===== src/rtl/fetch_pc_redirect_if.sv =====
// Fetch-stage bundle between the branch handler / hazard units and the PC redirect unit.
// The master drives instruction and control; the slave returns fetch PC, status and counters.
interface fetch_pc_redirect_if #(
    parameter int PC_W  = 32,
    parameter int CNT_W = 16
);
    logic [31:0]      instr_IF;
    logic             br_prediction;
    logic             jump_detected;
    logic             branch_hazard_stall;
    logic             load_use_stall;
    logic             flush;
    logic [PC_W-1:0]  pc_IF;
    logic [4:0]       branch_addr_lw_5b;
    logic             ifid_flush;
    logic [1:0]       redirect_state;
    logic [CNT_W-1:0] branch_cnt;
    logic [CNT_W-1:0] mispredict_cnt;
    logic [CNT_W-1:0] spurious_flush_cnt;

    modport master (
        output instr_IF, br_prediction, jump_detected, branch_hazard_stall,
               load_use_stall, flush,
        input  pc_IF, branch_addr_lw_5b, ifid_flush, redirect_state,
               branch_cnt, mispredict_cnt, spurious_flush_cnt
    );

    modport slave (
        input  instr_IF, br_prediction, jump_detected, branch_hazard_stall,
               load_use_stall, flush,
        output pc_IF, branch_addr_lw_5b, ifid_flush, redirect_state,
               branch_cnt, mispredict_cnt, spurious_flush_cnt
    );
endinterface


===== src/rtl/fetch_pc_redirect_unit.sv =====
// IF-stage next-PC generator: sequential/jump/predicted-branch targets, stall hold,
// misprediction recovery through a PC carried alongside each beq into ID, and saturating counters.
//
// state   | meaning
// RUN     | normal fetch
// HOLD    | fetch PC frozen by a stall
// RECOVER | one cycle after an accepted flush; ID holds a killed bubble
module fetch_pc_redirect_unit #(
    parameter int          PC_W     = 32,
    parameter logic [31:0] RESET_PC = 32'h0000_0000,
    parameter int          CNT_W    = 16
) (
    input  logic                 clk,
    input  logic                 rst_n,
    fetch_pc_redirect_if.slave   bus
);
    typedef enum logic [1:0] {
        RUN     = 2'd0,
        HOLD    = 2'd1,
        RECOVER = 2'd2
    } state_t;

    state_t           state_q, state_d;
    logic [PC_W-1:0]  pc_q, pc_d;
    logic [PC_W-1:0]  recovery_pc_q, recovery_pc_d;
    logic             br_valid_q, br_valid_d;
    logic [CNT_W-1:0] branch_cnt_q, branch_cnt_d;
    logic [CNT_W-1:0] mispredict_cnt_q, mispredict_cnt_d;
    logic [CNT_W-1:0] spurious_cnt_q, spurious_cnt_d;

    logic             is_beq_IF;
    logic             stall;
    logic             flush_ok;
    logic [PC_W-1:0]  pc_plus4;
    logic [PC_W-1:0]  br_offset;
    logic [PC_W-1:0]  br_target;
    logic [PC_W-1:0]  j_target;

    function automatic logic [CNT_W-1:0] sat_inc(input logic [CNT_W-1:0] v, input logic en);
        logic [CNT_W-1:0] one;
        one = {{(CNT_W-1){1'b0}}, 1'b1};
        return (en && (v != {CNT_W{1'b1}})) ? v + one : v;
    endfunction

    assign is_beq_IF = (bus.instr_IF[31:26] == 6'b000100);
    assign stall     = bus.branch_hazard_stall | bus.load_use_stall;
    // A flush in RECOVER targets the bubble we already killed, so it must not redirect again.
    assign flush_ok  = bus.flush & br_valid_q & (state_q != RECOVER);
    assign pc_plus4  = pc_q + 4;
    assign br_offset = {{(PC_W-18){bus.instr_IF[15]}}, bus.instr_IF[15:0], 2'b00};
    assign br_target = pc_plus4 + br_offset;
    assign j_target  = {pc_plus4[PC_W-1:PC_W-4], bus.instr_IF[25:0], 2'b00};

    always_ff @(posedge clk) begin
        if (!rst_n) begin
            state_q <= RUN;
        end else begin
            state_q <= state_d;
        end
    end

    always_comb begin
        state_d = state_q;
        case (state_q)
            RUN, HOLD: begin
                if (flush_ok)   state_d = RECOVER;
                else if (stall) state_d = HOLD;
                else            state_d = RUN;
            end
            RECOVER: state_d = stall ? HOLD : RUN;
            default: state_d = RUN;
        endcase
    end

    always_comb begin
        bus.redirect_state = state_q;
        bus.ifid_flush     = flush_ok & rst_n;
    end

    always_comb begin
        pc_d          = pc_plus4;
        recovery_pc_d = recovery_pc_q;
        br_valid_d    = br_valid_q;
        if (flush_ok) begin
            pc_d       = recovery_pc_q;
            br_valid_d = 1'b0;
        end else if (stall) begin
            pc_d = pc_q;
        end else begin
            if (bus.jump_detected)                    pc_d = j_target;
            else if (is_beq_IF && bus.br_prediction)  pc_d = br_target;
            br_valid_d    = is_beq_IF;
            recovery_pc_d = bus.br_prediction ? pc_plus4 : br_target;
        end
    end

    always_comb begin
        branch_cnt_d     = sat_inc(branch_cnt_q, is_beq_IF & ~stall & ~flush_ok);
        mispredict_cnt_d = sat_inc(mispredict_cnt_q, flush_ok);
        spurious_cnt_d   = sat_inc(spurious_cnt_q, bus.flush & ~flush_ok);
    end

    always_ff @(posedge clk) begin
        if (!rst_n) begin
            pc_q             <= RESET_PC[PC_W-1:0];
            recovery_pc_q    <= '0;
            br_valid_q       <= 1'b0;
            branch_cnt_q     <= '0;
            mispredict_cnt_q <= '0;
            spurious_cnt_q   <= '0;
        end else begin
            pc_q             <= pc_d;
            recovery_pc_q    <= recovery_pc_d;
            br_valid_q       <= br_valid_d;
            branch_cnt_q     <= branch_cnt_d;
            mispredict_cnt_q <= mispredict_cnt_d;
            spurious_cnt_q   <= spurious_cnt_d;
        end
    end

    assign bus.pc_IF              = pc_q;
    assign bus.branch_addr_lw_5b  = pc_q[6:2];
    assign bus.branch_cnt         = branch_cnt_q;
    assign bus.mispredict_cnt     = mispredict_cnt_q;
    assign bus.spurious_flush_cnt = spurious_cnt_q;
endmodule


===== src/flat_wrapper.sv =====
// flat-port wrapper written by rule: the top's interface ports become plain ports
module fetch_pc_redirect_unit_flat 
#(
    parameter int          PC_W     = 32,
    parameter logic [31:0] RESET_PC = 32'h0000_0000,
    parameter int          CNT_W    = 16
)
  (clk, rst_n, bus_instr_IF, bus_br_prediction, bus_jump_detected, bus_branch_hazard_stall, bus_load_use_stall, bus_flush, bus_pc_IF, bus_branch_addr_lw_5b, bus_ifid_flush, bus_redirect_state, bus_branch_cnt, bus_mispredict_cnt, bus_spurious_flush_cnt);
  fetch_pc_redirect_if #(.PC_W(PC_W), .CNT_W(CNT_W)) bus_i ();
  input  logic clk;
  input  logic rst_n;
  input wire logic [$bits(bus_i.instr_IF)-1:0] bus_instr_IF;
  input wire logic [$bits(bus_i.br_prediction)-1:0] bus_br_prediction;
  input wire logic [$bits(bus_i.jump_detected)-1:0] bus_jump_detected;
  input wire logic [$bits(bus_i.branch_hazard_stall)-1:0] bus_branch_hazard_stall;
  input wire logic [$bits(bus_i.load_use_stall)-1:0] bus_load_use_stall;
  input wire logic [$bits(bus_i.flush)-1:0] bus_flush;
  output wire logic [$bits(bus_i.pc_IF)-1:0] bus_pc_IF;
  output wire logic [$bits(bus_i.branch_addr_lw_5b)-1:0] bus_branch_addr_lw_5b;
  output wire logic [$bits(bus_i.ifid_flush)-1:0] bus_ifid_flush;
  output wire logic [$bits(bus_i.redirect_state)-1:0] bus_redirect_state;
  output wire logic [$bits(bus_i.branch_cnt)-1:0] bus_branch_cnt;
  output wire logic [$bits(bus_i.mispredict_cnt)-1:0] bus_mispredict_cnt;
  output wire logic [$bits(bus_i.spurious_flush_cnt)-1:0] bus_spurious_flush_cnt;
  assign bus_i.instr_IF = bus_instr_IF;
  assign bus_i.br_prediction = bus_br_prediction;
  assign bus_i.jump_detected = bus_jump_detected;
  assign bus_i.branch_hazard_stall = bus_branch_hazard_stall;
  assign bus_i.load_use_stall = bus_load_use_stall;
  assign bus_i.flush = bus_flush;
  assign bus_pc_IF = bus_i.pc_IF;
  assign bus_branch_addr_lw_5b = bus_i.branch_addr_lw_5b;
  assign bus_ifid_flush = bus_i.ifid_flush;
  assign bus_redirect_state = bus_i.redirect_state;
  assign bus_branch_cnt = bus_i.branch_cnt;
  assign bus_mispredict_cnt = bus_i.mispredict_cnt;
  assign bus_spurious_flush_cnt = bus_i.spurious_flush_cnt;
  fetch_pc_redirect_unit #(.PC_W(PC_W), .RESET_PC(RESET_PC), .CNT_W(CNT_W)) u_core (.clk(clk), .rst_n(rst_n), .bus(bus_i));
endmodule

===== config.mk =====
export PLATFORM = sky130hd
export DESIGN_NAME = fetch_pc_redirect_unit_flat
export DESIGN_NICKNAME = d
export VERILOG_FILES = /design/src/rtl/fetch_pc_redirect_if.sv /design/src/rtl/fetch_pc_redirect_unit.sv /design/src/flat_wrapper.sv
export SDC_FILE = /design/constraint.sdc
export NUM_CORES = 1
export LEC_CHECK = 0
export ABC_AREA = 1
export BUFFER_PORTS_ARGS = -buffer_cell sky130_fd_sc_hd__buf_2
export CORE_ASPECT_RATIO = 1.5
export CORE_UTILIZATION = 50
export DETAILED_ROUTE_END_ITERATION = 12
export GPL_TIMING_DRIVEN = 1
export HOLD_SLACK_MARGIN = 0.05
export PLACE_DENSITY = 0.71
export SYNTH_ARGS = -nofsm -noshare
export SYNTH_HDL_FRONTEND = slang
export SYNTH_SLANG_ARGS = --single-unit

===== constraint.sdc =====
create_clock -name clk -period 5 [get_ports clk]
set_input_delay 0.25 -clock clk [delete_from_list [all_inputs] [get_ports clk]]
set_output_delay 0.25 -clock clk [all_outputs]
set_load 0.005 [all_outputs]

==> impl_metrics.toml, run 1 <==
[sta]
fmax_ghz = 0.254
fin_tns_setup_ns = 0
rsz0062_at_grt = "no"
finalCritPeriodShare_pct = 78.7
worst_pin_slew_ns = 0.899
finClkSkew_ns = 0.0135
hold_slack_ns = 0.169
max-slew-margin-rel_pct = 40.0
hold_viol = 0
slew_viol_final = 0
fin_ws_ns = 1.06
period_minus_slack_ns = 3.94
finalSetupViolCount = 0

[clock_tree]
cts_inserted_buffers = 17
tritoncts = "done"
clk_latency_ns = 0.42
clockRootBuffer = "clkbuf_16"
clock_sinks = 115
cts-resized-gates = 0
htreeDepth = 4
cts_hold_buf = 0
path_clk_slew_ns = 0.06
postCtsSetupRepairBufs = 0
cts_max_path_buffers = 2

[logic_synthesis]
yosysUniqueCellTypes = 42
yosys.area.top_type_share_pct = 25.9
synth_fp_nets = 1574
synth_area_sq_um = 8890
synth.area.top_cells = "dfxtp_1 (26%), nand2_1 (19%), inv_1 (9.3%)"
muxShareOfSynthArea_pct = 0
synth-adder-area-share_pct = 5.86
synth_top_family_by_area = "simple AND/OR/NAND/NOR gates"
synth_top_area_cell = "dfxtp_1"
synth.yosys.seq_area_share_pct = 25.9
synth_compound_area_share_pct = 16.2
avgSynthCellArea_sq_um = 5.95
synth-simple-area-share_pct = 36.9
synthCells = 1494
ys_ff_latch = 115
synthXorXnorAreaFrac_pct = 3.06
ys_warn_count = 0

[pwr]
power.density_nw_per_um2 = 251
finalPower_mw = 2.57
p_leak_nw = 4.85
ir_worst_vdd_uv = 232

[layout]
drive_gt1_share_pct = 13.1
insertedDiodeCount = 0
finalNetCount = 1679
stdcell_count = 1825
syn_to_final_growth_pct = 15.2
final_area_sq_um = 10200
fin_util_pct = 59.0

[route]
dr.pass1.iters = 5
via_count = 10079
drt_iter0_markers = 1080
drc = 0
wl_per_cell_um = 16.0
avgViaCountPerCell = 5.52
antenna_left = 0
routed_wl_um = 29200

[setup_path]
cp_max_fo = 5
worstSetupPathType = "register to register"
cp-end-kind = "register"
ff2ff_setup_slack_ns = 1.06
crit_arrival_ns = 4.20
cp.required_ns = 5.26
worstSetupStartpointType = "register"

[place]
dp_hpwl_um = 21900
dp_slack_ns = 1.40
gp_congestion = 1.03
placed_area_sq_um = 9640
io_buffers = 126
dp_cells = 1793

[floorplan]
ioPinCount = 127
dieWidth_um = 111
rows = 59
core_area_sq_um = 17300
start_util_pct = 51.2
die_y_um = 165
dieArea_sq_um = 18300

[grt]
grt_pass1_wl_um = 46100
grt_overflow = 0
first_global_vias = 9181
grt_max_degree = 67
grt_antenna_before_repair = 0
grt.total_usage_pct = 31.7

[hold_path]
hold_path.class = "primary input to register"

[job]
maxCapViolations = 0

[status]
status = "finished, final reports clean"
==> synthesized netlist by cell type (all sizes together) <==
library cell    n
nor4            5
o21bai          3
o221ai          2
xor2           23
ha             40
and3            2
a31oi          24
dfxtp         115
nor3           35
a21oi         109
a22o            3
or2             8
nor2          141
xnor2           8
fa              1
nor3b           4
nand2         454
o21ai         102
o221a           1
nand3          90
clkbuf         28
o21a            2
nand4          26
o211ai         14
a211oi          3
clkinv          1
inv           227
buf            20
nand3b          2
o211a           1
==> layer usage <==
layer	part of all wire (%)	wire (um)	vias to the layer above	GRT usage (%)
li1	-	-	5017	-
met1	41	12000	4475	38.1
met2	46	13400	478	53.5
met3	6.5	1890	109	3.65
met4	6.3	1850	0	21.0
met5	0	0	-	0
==> cell families after synthesis <==
kind of cell,count (synthesis)
AO/OA/AOI/OAI,264
flip-flops,115
adder cells (fa/ha/maj),41
XOR/XNOR,31
AND/OR/NAND/NOR,767
buffers and inverters,276
==> worst paths after layout <==
path / start / end / cells after the start
max: u_core.bus.pc_IF[13]$_SDFFE_PN0P_ / u_core.bus.pc_IF[21]$_SDFFE_PN0P_ / 18
max reg2reg: u_core.bus.pc_IF[13]$_SDFFE_PN0P_ / u_core.bus.pc_IF[21]$_SDFFE_PN0P_ / 18
min: bus_instr_IF[2] / u_core.bus.pc_IF[4]$_SDFFE_PN0P_ / 3
min reg2reg: u_core.recovery_pc_q[0]$_SDFFE_PN0P_ / u_core.recovery_pc_q[0]$_SDFFE_PN0P_ / 2
==> registers in the layout, indices dropped and copies added (netlist names) <==
register	flops
u_core.bus.pc_IF	32
u_core.bus.redirect_state	2
u_core.bus.branch_cnt	16
u_core.bus.spurious_flush_cnt	16
u_core.br_valid_q	1
u_core.recovery_pc_q	32
u_core.bus.mispredict_cnt	16
==> layout by cell type (no fill, tap or decap), types with 4 or more instances in the layout <==
cell type	synthesis	routed
a21oi_1	108	108
a31oi_1	24	24
buf_2	11	126
buf_4	6	8
clkbuf_16	0	17
clkinv_4	0	5
dfxtp_1	115	115
ha_1	40	40
inv_1	221	221
inv_2	6	6
nand2_1	442	442
nand2_2	11	11
nand3_1	89	89
nand4_1	26	26
nor2_1	129	128
nor2_2	6	6
nor2_4	6	7
nor3_1	31	31
nor3_2	4	4
nor3b_1	4	4
nor4_1	5	5
o211ai_1	14	14
o21ai_0	99	99
or2_2	7	7
xnor2_1	8	8
xor2_1	23	23
==> power breakdown <==
| group | switching (mW) | total, mW | internal [mW] |
|---|---|---|---|
| Combinational | 0.247 | 0.367 | 0.120 |
| Clock | 0.474 | 1.24 | 0.767 |
| Sequential | 0.0229 | 0.965 | 0.942 |
==> critical path, cell delays in order (launching register included) <==
cell	delay, ns
dfxtp_1	0.41
inv_1	0.09
nor3_1	0.62
nand2_1	0.10
nor2_1	0.33
xor2_1	0.26
inv_1	0.12
ha_1	0.38
nand2_1	0.12
nor2_1	0.23
inv_1	0.07
nor2_1	0.30
nand4_1	0.20
nand4_1	0.18
nand3_1	0.09
nand2_1	0.09
nand2_1	0.06
nand2_1	0.06
a21oi_1	0.07
==> area by class of cell <==
| cell class | instances | area [sq um] |
|---|---|---|
| clock buffer | 19 | 453 |
| clock inverter | 13 | 150 |
| fill | 1743 | 7110 |
| inverter | 228 | 856 |
| multi-input combinational | 1103 | 5520 |
| sequential | 115 | 2300 |
| tap | 213 | 267 |
| timing repair buffer | 134 | 691 |
No activity file was read; power rests on OpenSTA's default activity.
==> run 2, diff against run 1 <==
- PLACE_DENSITY: 0.71 -> 0.74
- clock period: 5 -> 3.45 ns (I/O delays scaled with it)
==> impl_metrics.toml, run 2 (synthesis results as in run 1) <==
[route]
drc = 0
dr_wl_met3_um = 2060
met1_length_um = 11900
antenna_left = 0
met2_length_um = 14400
wl_per_cell_um = 16.1
dr.pass1.iters = 5
routed_wl_um = 29800
drt_iter0_markers = 1194
highest_layer = "met4"
avgViaCountPerCell = 5.55
via_count = 10269

[clock_tree]
path_clk_slew_ns = 0.06
clock_sinks = 115
clk_latency_ns = 0.42
cts_hold_buf = 0
cts_inserted_buffers = 17
tritoncts = "done"
clockRootBuffer = "clkbuf_16"
cts_max_path_buffers = 2
htreeDepth = 4

[setup_path]
cp.required_ns = 3.74
worstSetupStartpointType = "register"
crit_path_cell_trace = "ha_1 -> inv_1 -> nor2_1 -> nand3_2 -> buf_4 -> inv_1 -> nand2_1 -> xor2_1 -> inv_1 -> ha_1 -> nand2_1 -> nor2_1 -> nand2_1 -> nand3b_1 -> nand3_1 -> nand3_1 -> a21oi_1 -> nor2_1"
crit_arrival_ns = 3.56
cp-end-kind = "register"
worstSetupPathType = "register to register"
ff2ff_setup_slack_ns = 0.18
cpPeakStageDelay_ns = 0.39
cp_max_fo = 7
critPathSlowestCell = "dfxtp_2"

[layout]
insertedDiodeCount = 0
final_area_sq_um = 10500
fin_util_pct = 60.3
syn_to_final_growth_pct = 17.7
finalNetCount = 1703
drive_gt1_share_pct = 15.3
stdcell_count = 1849
final_common_cell = "nand2_1"
final_cell_mix = "nand2_1 (441), inv_1 (221), buf_2 (126), nor2_1 (122), dfxtp_1 (112)"

[place]
dp_hpwl_um = 22400
gp_congestion = 1.10
dp_cells = 1816
io_buffers = 126
dp_slack_ns = 0.0327
placed_area_sq_um = 9820

[job]
maxCapViolations = 0

[sta]
rsz0062_at_grt = "no"
finalSetupViolCount = 0
hold_viol = 0
period_minus_slack_ns = 3.27
max-slew-margin-rel_pct = 47.0
finalCritPeriodShare_pct = 94.8
worst_pin_slew_ns = 0.793
slew_viol_final = 0
fin_ws_ns = 0.181
fmax_ghz = 0.306
finClkSkew_ns = 0.0152
fin_tns_setup_ns = 0

[grt]
grt_pass1_wl_um = 47200
first_global_vias = 9370
grt_overflow = 0
grt_antenna_before_repair = 0
grt.total_usage_pct = 32.4
grt_max_degree = 54

[floorplan]
rows = 59
ioPinCount = 127
core_area_sq_um = 17300
die_y_um = 165
dieWidth_um = 111
start_util_pct = 51.2
dieArea_sq_um = 18300

[hold_path]
hold_path.class = "primary input to register"

[status]
status = "finished, final reports clean"

[pwr]
ir_worst_vdd_uv = 421
p_leak_nw = 4.96
power.density_nw_per_um2 = 348
==> run 2: path summary, 6_finish.rpt <==
path | start | to | depth (start not counted)
setup / recovery | u_core.bus.pc_IF[3]$_SDFFE_PN0P_ | u_core.bus.pc_IF[29]$_SDFFE_PN0P_ | 18
hold / removal | bus_instr_IF[2] | u_core.bus.pc_IF[4]$_SDFFE_PN0P_ | 3
setup reg to reg | u_core.bus.pc_IF[3]$_SDFFE_PN0P_ | u_core.bus.pc_IF[29]$_SDFFE_PN0P_ | 18
hold reg to reg | u_core.recovery_pc_q[0]$_SDFFE_PN0P_ | u_core.recovery_pc_q[0]$_SDFFE_PN0P_ | 2
==> run 2: metal layers <==
metal | GRT usage (%) | up-vias
li1 | - | 5072
met1 | 38.3 | 4637
met2 | 57.3 | 466
met3 | 4.23 | 94
met4 | 17.3 | 0
met5 | 0 | -
==> run 2: repair_timing <==
action | CTS | global route
setup buffers | 0 | 1
pin swaps | 0 | 1
gates cloned | 0 | 0
resized for setup | 1 | 19
setup endpoints to repair | 1 | 33
==> run 2: power breakdown <==
| group | internal (mW) | switching (mW) |
|---|---|---|
| clock | 0.997 | 0.684 |
| combinational | 0.190 | 0.370 |
| sequential | 1.37 | 0.0331 |
| total | 2.55 | 1.09 |
==> run 2: area by class of cell <==
cell class	count	area (sq um)
Clock buffer	18	429
Multi-Input combinational cell	1103	5590
Clock inverter	14	130
Tap cell	213	267
Timing Repair Buffer	158	883
Sequential cell	115	2310
Fill cell	1705	6890
Inverter	228	856
==> run 2: critical path: cells and delay by family (launching register included) <==
family	cells	cell delay, ns
compound gates	1	0.18
xor+xnor	1	0.32
fa+ha+maj	2	0.51
buf+inv	4	0.40
flops	1	0.39
simple gates	10	1.37
==> run 2: metrics by stage <==
stage                     hold WS, ns  total power [mW]
after floorplan                 0.379              1.78
after global placement          0.434              1.96
after detailed placement        0.440              1.96
after CTS                      0.0914              3.63
after global routing            0.129              3.77
final                           0.104              3.64
==> run 3, diff against run 2 <==
- CORE_ASPECT_RATIO: 1.5 -> default
- CTS_CLUSTER_DIAMETER: default -> 100
==> impl_metrics.toml, run 3 (synthesis results as in run 1) <==
[sta]
finClkSkew_ns = 0.0117
rsz0062_at_grt = "yes"
worst_pin_slew_ns = 0.640
max-slew-margin-rel_pct = 56.9
fmax_ghz = 0.305
finalCritPeriodShare_pct = 95.2
finalSetupViolCount = 0
period_minus_slack_ns = 3.28
hold_viol = 0
slew_viol_final = 0

[hold_path]
hold_path.class = "primary input to register"

[layout]
insertedDiodeCount = 0
final_cell_mix = "nand2_1 (441), inv_1 (221), buf_2 (126), nor2_1 (120), dfxtp_1 (111)"
final_area_sq_um = 10500
finalNetCount = 1697
drive_gt1_share_pct = 15.4
syn_to_final_growth_pct = 18.5
final_common_cell = "nand2_1"
fin_util_pct = 60.7
stdcell_count = 1855

[pwr]
swShare_pct = 26.8
intPower_mw = 2.80
comb_power_share_pct = 14.5
ir_worst_vdd_uv = 290
p_leak_nw = 4.98
seq_power_share_pct = 36.6
power_frac_clock_pct = 49.0
power.density_nw_per_um2 = 364
switchingPower_mw = 1.03

[setup_path]
cp_max_fo = 7
cp.depth = 22
cpPeakStageDelay_ns = 0.41
r2r_start = "u_core.bus.pc_IF[5]$_SDFFE_PN0P_"
cp-endpoint = "u_core.bus.pc_IF[21]$_SDFFE_PN0P_"
crit_arrival_ns = 3.63
critical_path.startpoint = "u_core.bus.pc_IF[5]$_SDFFE_PN0P_"
worstSetupStartpointType = "register"
ff2ff_setup_slack_ns = 0.17
crit_path_frequent_cell = "nand2_1"
cp.required_ns = 3.80
critPathTopFamily = "simple AND/OR/NAND/NOR gates"
worstSetupPathType = "register to register"
reg2reg_depth = 22
r2r_end = "u_core.bus.pc_IF[21]$_SDFFE_PN0P_"
crit_buf_inv = 2
critPathSlowestCell = "dfxtp_1"
cp-end-kind = "register"
crit_path_cell_trace = "nand2_2 -> nor2_4 -> nand2_4 -> nor2_4 -> nand2_2 -> nor2_4 -> nand2_1 -> nand2_1 -> inv_1 -> ha_1 -> nand2_1 -> nor2_2 -> inv_1 -> nor2_2 -> nand4_1 -> nand3_1 -> nand2_1 -> nand3_1 -> nand2_1 -> nand2_1 -> nand2_1 -> a21oi_1"

[job]
maxCapViolations = 0

[place]
placed_area_sq_um = 9800
dp_hpwl_um = 21600
gp_congestion = 1.06
dp_cells = 1823
io_buffers = 126

[floorplan]
ioPinCount = 127
die_y_um = 135
rows = 48
start_util_pct = 51.2
dieWidth_um = 135
core_area_sq_um = 17400
dieArea_sq_um = 18300

[clock_tree]
clk_latency_ns = 0.42
clock_sinks = 115
tritoncts = "done"
htreeDepth = 4
postCtsSetupRepairBufs = 0
cts_max_path_buffers = 2
clockRootBuffer = "clkbuf_16"
path_clk_slew_ns = 0.05
cts_inserted_buffers = 17

[grt]
grt_pass1_wl_um = 45900
first_global_vias = 9266
grt_overflow = 0
grt_max_degree = 54
grt.total_usage_pct = 31.9
grt_antenna_before_repair = 0

[route]
avgViaCountPerCell = 5.46
dr.pass1.iters = 7
antenna_left = 0
via_count = 10137
drt_iter0_markers = 930
wl_per_cell_um = 15.5
drc = 0
routed_wl_um = 28700

[status]
status = "finished, final reports clean"
## run 3: final cells by class
| cell class | instances | area [sq um] |
|---|---|---|
| clock buffer | 24 | 472 |
| clock inverter | 8 | 150 |
| fill | 1710 | 6830 |
| inverter | 228 | 856 |
| multi-input combinational | 1103 | 5630 |
| sequential | 115 | 2310 |
| tap | 225 | 282 |
| timing repair buffer | 152 | 838 |
## run 3: worst min path at each step
| stage | startpoint | to | slack, ns | cells past startpoint |
|---|---|---|---|---|
| 6_report | bus_instr_IF[2] | u_core.bus.pc_IF[4]$_SDFFE_PN0P_ | 0.09 | 3 |
| 5_1_grt | bus_instr_IF[2] | u_core.bus.pc_IF[4]$_SDFFE_PN0P_ | 0.11 | 3 |
| 4_1_cts | bus_instr_IF[2] | u_core.bus.pc_IF[4]$_SDFFE_PN0P_ | 0.09 | 3 |
| 3_5_place_dp | u_core.recovery_pc_q[0]$_SDFFE_PN0P_ | u_core.recovery_pc_q[0]$_SDFFE_PN0P_ | 0.44 | 2 |
| 3_3_place_gp | u_core.recovery_pc_q[0]$_SDFFE_PN0P_ | u_core.recovery_pc_q[0]$_SDFFE_PN0P_ | 0.44 | 2 |
| 2_1_floorplan | bus_instr_IF[0] | u_core.bus.pc_IF[2]$_SDFFE_PN0P_ | 0.38 | 2 |
## run 3: layer usage
metal,track usage (%),vias to the layer above,part of all wire [%]
li1,-,5051,-
met1,42.3,4494,43
met2,50.8,509,44
met3,4.79,83,9.1
met4,14.6,0,3.6
met5,0,-,0
## run 3: metrics by stage
stage                     hold slack [ns]  power, mW  TNS [ns]  worst slack (ns)
after floorplan                     0.379       1.78         0             0.706
after global placement              0.438       1.95         0             0.156
after detailed placement            0.445       1.95         0            0.0431
after CTS                          0.0886       3.81         0            0.0223
after global routing                0.108       3.96   -0.0689           -0.0513
final                              0.0899       3.83         0             0.166
## run 3: power by group through the flow
stage               clock network, mW  registers (mW)  logic (mW)
floorplan                           0            1.42       0.358
global placement                    0            1.42       0.524
detailed placement                  0            1.43       0.530
CTS                              1.88            1.40       0.533
global route                     1.94            1.40       0.618
finish                           1.87            1.40       0.554
## run 3: repair_timing
item                       CTS  global route
setup endpoints to repair    0            33
gates resized for setup      0            27
hold buffers                 0             0
## run 3: worst min-delay path: cells and delay by family
family | cells | cell delay [ns]
AOI/OAI and AO/OA | 2 | 0.21
buffers and inverters | 1 | 0.10
